**src/rtl/spi_reg_slave_pkg.sv**
```systemverilog
// Shared register-map definitions for the SPI register slave and its bus masters.
// Contents: register byte addresses, SPMODE reset value, SPIE bit indices,
// a register-select enum with its address decoder, and a byte-strobe merge helper.
package spi_reg_slave_pkg;

  localparam logic [7:0] ADDR_SPMODE = 8'h00;
  localparam logic [7:0] ADDR_SPIE   = 8'h04;
  localparam logic [7:0] ADDR_SPIM   = 8'h08;
  localparam logic [7:0] ADDR_SPCOM  = 8'h0C;
  localparam logic [7:0] ADDR_SPITF  = 8'h10;
  localparam logic [7:0] ADDR_SPIRF  = 8'h14;

  localparam logic [31:0] SPMODE_DEF = 32'h0000_100F;

  // SPIE bit positions: [3:0] live status, [6:4] sticky W1C events
  localparam int SPIE_RNE   = 0;
  localparam int SPIE_TNF   = 1;
  localparam int SPIE_RXF   = 2;
  localparam int SPIE_TXE   = 3;
  localparam int SPIE_DON   = 4;
  localparam int SPIE_RXOVF = 5;
  localparam int SPIE_TXOVF = 6;

  typedef enum logic [2:0] {
    SEL_SPMODE,
    SEL_SPIE,
    SEL_SPIM,
    SEL_SPCOM,
    SEL_SPITF,
    SEL_SPIRF,
    SEL_NONE
  } reg_sel_e;

  function automatic reg_sel_e decode_addr(input logic [7:0] addr);
    case (addr)
      ADDR_SPMODE: decode_addr = SEL_SPMODE;
      ADDR_SPIE:   decode_addr = SEL_SPIE;
      ADDR_SPIM:   decode_addr = SEL_SPIM;
      ADDR_SPCOM:  decode_addr = SEL_SPCOM;
      ADDR_SPITF:  decode_addr = SEL_SPITF;
      ADDR_SPIRF:  decode_addr = SEL_SPIRF;
      default:     decode_addr = SEL_NONE;
    endcase
  endfunction

  // Replace only the bytes whose strobe bit is set
  function automatic logic [31:0] strb_merge(input logic [31:0] old_val,
                                             input logic [31:0] new_val,
                                             input logic [3:0]  strb);
    for (int b = 0; b < 4; b++)
      strb_merge[b*8 +: 8] = strb[b] ? new_val[b*8 +: 8] : old_val[b*8 +: 8];
  endfunction

endpackage

```
**src/rtl/spi_reg_fifo.sv**
```systemverilog
// Synchronous FIFO used for both the TX and RX word queues.
// Ports:
//   clk_i    clock (rising edge)        srst_i  synchronous active-high flush
//   push_i   write data_i               pop_i   drop head entry
//   data_i   write word                 data_o  head word (valid when !empty_o)
//   full_o / empty_o                    count_o occupied entries (0..DEPTH)
// A pop on empty is ignored. A push when full is accepted only if a pop
// is retiring the head in the same cycle. DEPTH must be a power of two >= 2.
module spi_reg_fifo #(
  parameter int DEPTH = 4,
  parameter int WIDTH = 32,
  localparam int AW = $clog2(DEPTH),
  localparam int CW = AW + 1
) (
  input  logic             clk_i,
  input  logic             srst_i,
  input  logic             push_i,
  input  logic             pop_i,
  input  logic [WIDTH-1:0] data_i,
  output logic [WIDTH-1:0] data_o,
  output logic             full_o,
  output logic             empty_o,
  output logic [CW-1:0]    count_o
);

  logic [WIDTH-1:0] mem_q [DEPTH];
  logic [AW-1:0]    wptr_q, rptr_q;
  logic [CW-1:0]    count_q;
  logic             push_ok, pop_ok;

  assign empty_o = (count_q == '0);
  assign full_o  = (count_q == CW'(DEPTH));
  assign count_o = count_q;
  assign data_o  = mem_q[rptr_q];

  assign pop_ok  = pop_i && !empty_o;
  assign push_ok = push_i && (!full_o || pop_ok);

  // Storage needs no reset: contents are only visible through count_q
  always_ff @(posedge clk_i) begin
    if (push_ok && !srst_i) mem_q[wptr_q] <= data_i;
  end

  // Pointers are AW bits wide, so wrap modulo DEPTH is implicit
  always_ff @(posedge clk_i) begin
    if (srst_i) begin
      wptr_q  <= '0;
      rptr_q  <= '0;
      count_q <= '0;
    end else begin
      if (push_ok) wptr_q <= wptr_q + AW'(1);
      if (pop_ok)  rptr_q <= rptr_q + AW'(1);
      count_q <= count_q + CW'(push_ok) - CW'(pop_ok);
    end
  end

endmodule

```
**src/rtl/spi_reg_slave.sv**
```systemverilog
// SPI controller register slave: bus-facing register file plus TX/RX word
// FIFOs between the bus and the shift core.
// Ports:
//   S_SYSCLK, S_RESET (sync, active-high)
//   Write bus: S_AWADDR, S_WDATA, S_WSTRB, S_REG_WEN
//   Read bus:  S_ARADDR, S_REG_RDEN, S_RDATA (registered, 1-cycle latency)
//   To core:   SPMODE_O, SPCOM_O, XFER_START, TX_DATA, TX_EMPTY
//   From core: TX_POP, RX_DATA, RX_PUSH, XFER_DONE
//   IRQ:       registered |(SPIE & SPIM)
module spi_reg_slave
  import spi_reg_slave_pkg::*;
#(
  parameter int FIFO_DEPTH = 4
) (
  input  logic        S_SYSCLK,
  input  logic        S_RESET,
  input  logic [7:0]  S_AWADDR,
  input  logic [31:0] S_WDATA,
  input  logic [3:0]  S_WSTRB,
  input  logic        S_REG_WEN,
  input  logic [7:0]  S_ARADDR,
  input  logic        S_REG_RDEN,
  output logic [31:0] S_RDATA,
  output logic [31:0] SPMODE_O,
  output logic [31:0] SPCOM_O,
  output logic        XFER_START,
  output logic [31:0] TX_DATA,
  output logic        TX_EMPTY,
  input  logic        TX_POP,
  input  logic [31:0] RX_DATA,
  input  logic        RX_PUSH,
  input  logic        XFER_DONE,
  output logic        IRQ
);

  localparam int CW = $clog2(FIFO_DEPTH) + 1;

  logic [31:0] spmode_q, spmode_d;
  logic [31:0] spim_q,   spim_d;
  logic [31:0] spcom_q,  spcom_d;
  logic [2:0]  sticky_q, sticky_d;   // {TXOVF, RXOVF, DON}
  logic [31:0] rdata_q,  rdata_d;
  logic        xstart_q, xstart_d;
  logic        irq_q,    irq_d;

  logic        wr_en;
  reg_sel_e    wsel, rsel;
  logic        tx_push, tx_full, tx_empty;
  logic        rx_pop, rx_full, rx_empty;
  logic [31:0] rx_head;
  logic        txovf_set, rxovf_set;
  logic [2:0]  w1c;
  logic [31:0] spie_val;
  logic [CW-1:0] tx_count, rx_count;
  logic        unused_cnt;

  assign unused_cnt = ^{tx_count, rx_count};

  assign wr_en = S_REG_WEN && (S_WSTRB != 4'b0000);
  assign wsel  = decode_addr(S_AWADDR);
  assign rsel  = decode_addr(S_ARADDR);

  assign tx_push = wr_en && (wsel == SEL_SPITF);
  // Only a read that actually returns a word consumes the RX head
  assign rx_pop  = S_REG_RDEN && (rsel == SEL_SPIRF) && !rx_empty;

  // A full FIFO is never empty, so TX_POP here is always a real pop
  assign txovf_set = tx_push && tx_full && !TX_POP;
  assign rxovf_set = RX_PUSH && rx_full && !rx_pop;

  // Sticky bits live in byte 0, so only strobe bit 0 enables the W1C
  assign w1c = (wr_en && (wsel == SEL_SPIE) && S_WSTRB[0]) ? S_WDATA[SPIE_TXOVF:SPIE_DON] : 3'b000;

  always_comb begin
    spie_val = '0;
    spie_val[SPIE_RNE] = !rx_empty;
    spie_val[SPIE_TNF] = !tx_full;
    spie_val[SPIE_RXF] = rx_full;
    spie_val[SPIE_TXE] = tx_empty;
    spie_val[SPIE_TXOVF:SPIE_DON] = sticky_q;
  end

  always_comb begin
    spmode_d = spmode_q;
    spim_d   = spim_q;
    spcom_d  = spcom_q;
    if (wr_en) begin
      case (wsel)
        SEL_SPMODE: spmode_d = strb_merge(spmode_q, S_WDATA, S_WSTRB);
        SEL_SPIM:   spim_d   = strb_merge(spim_q,   S_WDATA, S_WSTRB);
        SEL_SPCOM:  spcom_d  = strb_merge(spcom_q,  S_WDATA, S_WSTRB);
        default: ;
      endcase
    end

    // Set after clear so a same-cycle event wins over W1C
    sticky_d = (sticky_q & ~w1c) | {txovf_set, rxovf_set, XFER_DONE};

    rdata_d = rdata_q;
    if (S_REG_RDEN) begin
      case (rsel)
        SEL_SPMODE: rdata_d = spmode_q;
        SEL_SPIE:   rdata_d = spie_val;
        SEL_SPIM:   rdata_d = spim_q;
        SEL_SPCOM:  rdata_d = spcom_q;
        SEL_SPIRF:  rdata_d = rx_empty ? 32'h0 : rx_head;
        default:    rdata_d = 32'h0;
      endcase
    end

    xstart_d = wr_en && (wsel == SEL_SPCOM);
    // Uses registered SPIE/SPIM, so IRQ trails any change by one cycle
    irq_d    = |(spie_val & spim_q);
  end

  always_ff @(posedge S_SYSCLK) begin
    if (S_RESET) begin
      spmode_q <= SPMODE_DEF;
      spim_q   <= '0;
      spcom_q  <= '0;
      sticky_q <= '0;
      rdata_q  <= '0;
      xstart_q <= 1'b0;
      irq_q    <= 1'b0;
    end else begin
      spmode_q <= spmode_d;
      spim_q   <= spim_d;
      spcom_q  <= spcom_d;
      sticky_q <= sticky_d;
      rdata_q  <= rdata_d;
      xstart_q <= xstart_d;
      irq_q    <= irq_d;
    end
  end

  spi_reg_fifo #(.DEPTH(FIFO_DEPTH), .WIDTH(32)) u_tx_fifo (
    .clk_i   (S_SYSCLK),
    .srst_i  (S_RESET),
    .push_i  (tx_push),
    .pop_i   (TX_POP),
    .data_i  (S_WDATA),
    .data_o  (TX_DATA),
    .full_o  (tx_full),
    .empty_o (tx_empty),
    .count_o (tx_count)
  );

  spi_reg_fifo #(.DEPTH(FIFO_DEPTH), .WIDTH(32)) u_rx_fifo (
    .clk_i   (S_SYSCLK),
    .srst_i  (S_RESET),
    .push_i  (RX_PUSH),
    .pop_i   (rx_pop),
    .data_i  (RX_DATA),
    .data_o  (rx_head),
    .full_o  (rx_full),
    .empty_o (rx_empty),
    .count_o (rx_count)
  );

  assign S_RDATA    = rdata_q;
  assign SPMODE_O   = spmode_q;
  assign SPCOM_O    = spcom_q;
  assign XFER_START = xstart_q;
  assign TX_EMPTY   = tx_empty;
  assign IRQ        = irq_q;

endmodule

```
**config.mk**
```make
export PLATFORM = sky130hd
export DESIGN_NAME = spi_reg_slave
export DESIGN_NICKNAME = d
export VERILOG_FILES = /design/src/rtl/spi_reg_slave_pkg.sv /design/src/rtl/spi_reg_fifo.sv /design/src/rtl/spi_reg_slave.sv
export SDC_FILE = /design/constraint.sdc
export NUM_CORES = 1
export LEC_CHECK = 0
export CORE_MARGIN = 2
export CORE_UTILIZATION = 25
export DETAILED_ROUTE_END_ITERATION = 8
export SLEW_MARGIN = 10
export SYNTH_ARGS = -nofsm -noshare
export SYNTH_HDL_FRONTEND = slang
export SYNTH_SLANG_ARGS = --single-unit
```
**constraint.sdc**
```tcl
create_clock -name S_SYSCLK -period 5 [get_ports S_SYSCLK]
set_clock_uncertainty 0.05 [all_clocks]
set_input_delay 1 -clock S_SYSCLK [delete_from_list [all_inputs] [get_ports S_SYSCLK]]
set_output_delay 1 -clock S_SYSCLK [all_outputs]
set_load 0.05 [all_outputs]
```
# Word-level counts from Yosys, hierarchy flattened
# Memories as Yosys holds them, arrays and structs flattened. A register that Yosys moved wholly into a read port is not among the register bits.
# Cells that the tools add are included.
# word_totals
mem_count	2
output_inout_bits	131
ramBits	256
ff_bits	147
word_cells	115
input_bits	91
# mem_list
name	depth	word_bits	read_ports	rd_ports_with_merged_regs	wr	line	source
u_rx_fifo.mem_q	4	32	1	1	1	spi_reg_fifo.sv:26	logic [WIDTH-1:0] mem_q [DEPTH];
u_tx_fifo.mem_q	4	32	1	1	1	spi_reg_fifo.sv:26	
# classes
n_addsub	8
n_mux	13
n_bitwise	4
eq_ne	20
n_reduce_logical	46
# op_table
operator	n
one-hot mux 32 bit (5 select lines)	1
one-hot mux 3 bit (6 select lines)	2
AND reduction 3 bit	12
bitwise AND 7 x 32 -> 32 bit	1
equality test 8 x 4 -> 1 bit, second input constant	4
equality test 8 x 5 -> 1 bit, second input constant	4
2-to-1 mux 32 bit	1
OR reduction 32 bit	1
logical AND 1 bit	17
equality test 8 x 3 -> 1 bit, second input constant	2
logical NOT 8 bit	2
equality test 3 x 2 -> 1 bit, second input constant	4
equality test 3 bit, second input constant	4
logical NOT 3 bit	4
adder 2 x 1 -> 2 bit, second input constant	4
2-to-1 mux 2 bit	4
logical NOT 1 bit	7
adder 3 x 1 -> 3 bit	2
equality test 3 x 1 -> 1 bit, second input constant	2
subtractor 3 x 1 -> 3 bit	2
2-to-1 mux 1 bit	4
nonzero test 4 bit	1
bitwise AND 3 bit	1
2-to-1 mux 3 bit	1
3 further kinds	4

# Longest topological paths before layout
# logic_depth
word_depth	11
mapped_depth	10
depth_no_buf	10

# By module
# Synthesis repeated with hierarchy kept, for this count alone.
# unflattened
hier_cells	1038
area_unflattened_um2	16175.5
# by_module_without_submodules
mod	cells_per_inst	n_inst	seq_area_each_um2	area_each_um2
spi_reg_fifo	215	2	4023.9	5083.6
spi_reg_slave	608	1	2662.6	6008.3

# Worst setup path before layout
# OpenSTA, ideal clock, no wires.
# synth_path
kind	input -> register
startpoint	in S_AWADDR[0]
endpoint	mem u_tx_fifo.mem_q[0][0], enable pin
n_path_buf	0
path_slack_ps	1510
arrival_ps	3048
path_stages	4
required_time_ps	4558
setup_ps	392
path_cell_list	or4_4 -> nor4_1 -> o21a_1 -> and3_1
# synth_between
elab_chain_len	8
word_cells_on_any_way	13
cone_classes	6 x eq/ne; 3 x mux; 4 x reduce/logical
# synth_lines
item	line	source
start, declared	spi_reg_slave.sv:17	input logic [7:0] S_AWADDR,
equality test 8 x 5 -> 1 bit, or another cell as far along	spi_reg_slave_pkg.sv:35	case (addr)
one-hot mux 3 bit (6 select lines) *	spi_reg_slave_pkg.sv:35	
equality test 3 bit *	spi_reg_slave.sv:63	assign tx_push = wr_en && (wsel == SEL_SPITF);
logical AND 1 bit *	spi_reg_slave.sv:63	
logical AND 1 bit *	spi_reg_fifo.sv:37	assign push_ok = push_i && (!full_o || pop_ok);
logical AND 1 bit *	spi_reg_fifo.sv:41	if (push_ok && !srst_i) mem_q[wptr_q] <= data_i;
2-to-1 mux 1 bit *	spi_reg_fifo.sv:41	
2-to-1 mux 1 bit (implied by the code) *	spi_reg_fifo.sv:41	
end, declared	spi_reg_fifo.sv:26	
# Every way passes the cells marked *; elsewhere a longest branch is shown, timed or not.

==> flow_summary.json <==
{
  "yosysWarnings": 0,
  "regToRegEndpoint": "u_tx_fifo.count_o[2]",
  "met1_usage_pct": 17.5,
  "post_dp_cell_area_mm2": 0.0193,
  "busiest_layer": "met2",
  "power.density_mw_per_mm2": 402,
  "clk_pin_slew_ns": 0.06,
  "syn_inst": 1056,
  "grt_pass1_vias": 9802,
  "period_needed_ns": 4.10,
  "setup_viol": 0,
  "globalRouteTotalUtil_pct": 13.2,
  "yosysSeqAreaShare_pct": 66.4,
  "num-fill-cells": 6198,
  "endpoint_kind": "output port",
  "critPathLaunchType": "register",
  "final_cell_area_mm2": 0.0208,
  "ys.flop_type": "edfxtp_1",
  "fin_crit_sh_pct": 81.9,
  "io_pins": 222,
  "fp-row-count": 93,
  "cts_tree": "yes",
  "synth_top_family_by_area": "multiplexers",
  "worstSkewPairLatency_ns": 0.56,
  "whs_endpoint": "spim_q[11]",
  "grt_max_degree": 49,
  "rsz0062_at_grt": "no",
  "slew_viol_final": 0,
  "overflow": 0,
  "drt_first_pass_iters": 7,
  "postCtsHoldBufs": 0,
  "yosysUniqueCellTypes": 54,
  "fin_tns_setup_ns": 0,
  "die_area_mm2": 0.0665,
  "fp.coreArea_mm2": 0.0641,
  "synth-simple-area-share_pct": 7.97,
  "fmax_ghz": 0.244,
  "grt_pass1_wl_um": 65600,
  "cts_resized": 0,
  "place_hpwl_um": 32100,
  "worstRegToRegCells": 10,
  "reg2reg_from": "u_tx_fifo.count_o[1]",
  "ant_nets": 0,
  "ctsHtreeMaxLevel": 2,
  "yosys-mux-area-fraction_pct": 17.9,
  "wirelength_um": 44700,
  "syn-cell-area_mm2": 0.0161,
  "initial_core_util_pct": 25.1,
  "holdCritPathClass": "reg2reg",
  "tightest_slew_ns": 1.06,
  "synth_fp_nets": 1160,
  "path_cells": "buf_4, mux4_2, clkdlybuf4s50_1",
  "synth_fa_ha_area_share_pct": 1.10,
  "ys_seq_elements": 407,
  "die-height_um": 258,
  "whs_path_depth": 2,
  "status": "finished clean",
  "final_hold_viol_count": 0,
  "drive_above_1_share_pct": 15.5,
  "die_x_um": 258,
  "mostFrequentLayoutCells": "edfxtp_1 (256), clkdlybuf4s50_1 (220), nand2_1 (157), dfxtp_1 (149), mux2i_1 (99)",
  "required_ns": 3.95,
  "slew_headroom_pct": 29.0,
  "ir_worst_vdd_uv": 255,
  "layout.nets": 1383,
  "post-route-drc-count": 0,
  "syn_area_per_cell_um2": 15.3,
  "dp.cells": 2089,
  "dr_total_vias": 9707,
  "reg2reg_slack_ns": 2.58,
  "dr.first_iter.drc_count": 694,
  "met3_usage_pct": 5.00,
  "slowest_delay_ns": 0.76,
  "crit_path_max_fanout": 17,
  "synth-xor-area-share_pct": 0.380,
  "layout_commonest_cell": "edfxtp_1",
  "cts.sinks": 407,
  "diodes": 0,
  "async_flop_share_pct": 0,
  "multi_input_area_mm2": 0.00509,
  "wire_per_inst_um": 20.6,
  "maxCapViolations": 0,
  "synth_edf_count": 256,
  "critical_path_arrival_ns": 3.05,
  "cts_setup_buffers": 0,
  "cp_slowest_cell": "clkdlybuf4s50_1",
  "numCtsBuffers": 43,
  "final_cells": 2168,
  "areaGrowthSynthToFinish_pct": 29.0,
  "gp_congestion": 0.772,
  "grt_use_met2_pct": 20.2,
  "synth_compound_area_share_pct": 4.21,
  "regArea_mm2": 0.0107,
  "antenna_found_initial": 5,
  "routed_via_density": 4.48,
  "p_leak_uw": 0.00699,
  "worstHoldStart": "spim_q[11]",
  "cts_buffer_depth": 3,
  "io_buffers": 221,
  "path_class": "reg2out",
  "cts-root-buf": "clkbuf_16"
}
## layout make-up
type,count,area share [%]
clock buffers,55,5.65
clock inverters,24,1.58
inverters,13,0.247
multi-input cells,571,24.5
repair buffers,243,11.4
flip-flops and latches,407,51.5
well taps,855,5.14
## worst max-delay path: cells and delay by family, from the launching register on
family                 cells  cell delay, ns
buffers and inverters      2            1.21
DFF                        1            0.70
muxes                      1            0.55
## registers in the layout (all words and copies together), names as in the netlist, named ones only
name / flops
IRQ: 1
SPCOM_O: 32
SPMODE_O: 32
S_RDATA: 32
XFER_START: 1
spim_q: 32
sticky_q: 3
u_rx_fifo.count_o: 3
u_rx_fifo.mem_q: 128
u_rx_fifo.rptr_q: 2
u_rx_fifo.wptr_q: 2
u_tx_fifo.count_o: 3
u_tx_fifo.mem_q: 128
u_tx_fifo.rptr_q: 2
u_tx_fifo.wptr_q: 2
## power by group
part	switching [uW]	total (uW)	internal [uW]
combinational	726	1220	497
clock	1310	3390	2080
sequential	71.1	3740	3660
total	2110	8350	6240
## cells in the mapped netlist (4+ instances only)
cell type  count  share of area (%)
dfxtp_1      151                 19
mux2_2        28                2.0
mux4_2        70                9.8
ha_1          11               0.85
nor2_1        54                1.3
edfxtp_1     256                 48
nand3_4        4               0.43
mux2i_1       99                6.1
nand3_1        6               0.19
a222oi_1      26                1.6
xnor2_1        5               0.27
inv_1         12               0.28
a21oi_1        6               0.19
nor2b_1        4               0.16
nand2_1      157                3.7
buf_2         14               0.43
buf_4          4               0.19
a211oi_1      31                1.4
a32oi_1        4               0.22
clkbuf_1      44                1.0
and2_1         5               0.19
and3_1        10               0.39
## layer usage
metal	part of all wire (%)	up-vias
li1	-	4484
met3	8.9	56
met4	1.9	10
met5	0.14	-
met1	44	4875
met2	45	282
## through the flow
stage          hold WS, ns  total power (uW)  utilization, %  setup WS (ns)
6_report             0.408              8350            32.4          0.903
3_3_place_gp         0.388              5040            30.1          0.883
3_5_place_dp         0.398              5060            30.1          0.824
5_1_grt              0.423              8690            32.4          0.693
4_1_cts              0.406              8490            32.4          0.774
2_1_floorplan        0.381              4600               -           1.51
## cells by family after synthesis
group | Yosys count
flip-flops | 407
AND/OR/NAND/NOR | 271
AO/OA/AOI/OAI | 83
XOR/XNOR | 7
multiplexers | 197
adder cells (fa/ha/maj) | 13
buffers and inverters | 78
## how the worst max path moves through the flow
stage	endpoint	slack, ns	cells after the start
final	TX_DATA[28]	0.90	3
after floorplan	u_tx_fifo.mem_q[0][0]	1.51	4
after global routing	TX_DATA[18]	0.69	3
after CTS	TX_DATA[26]	0.77	3
after detailed placement	u_tx_fifo.count_o[2]	0.82	10
after global placement	u_tx_fifo.count_o[2]	0.88	10
Power figures use the tool's default switching activity.
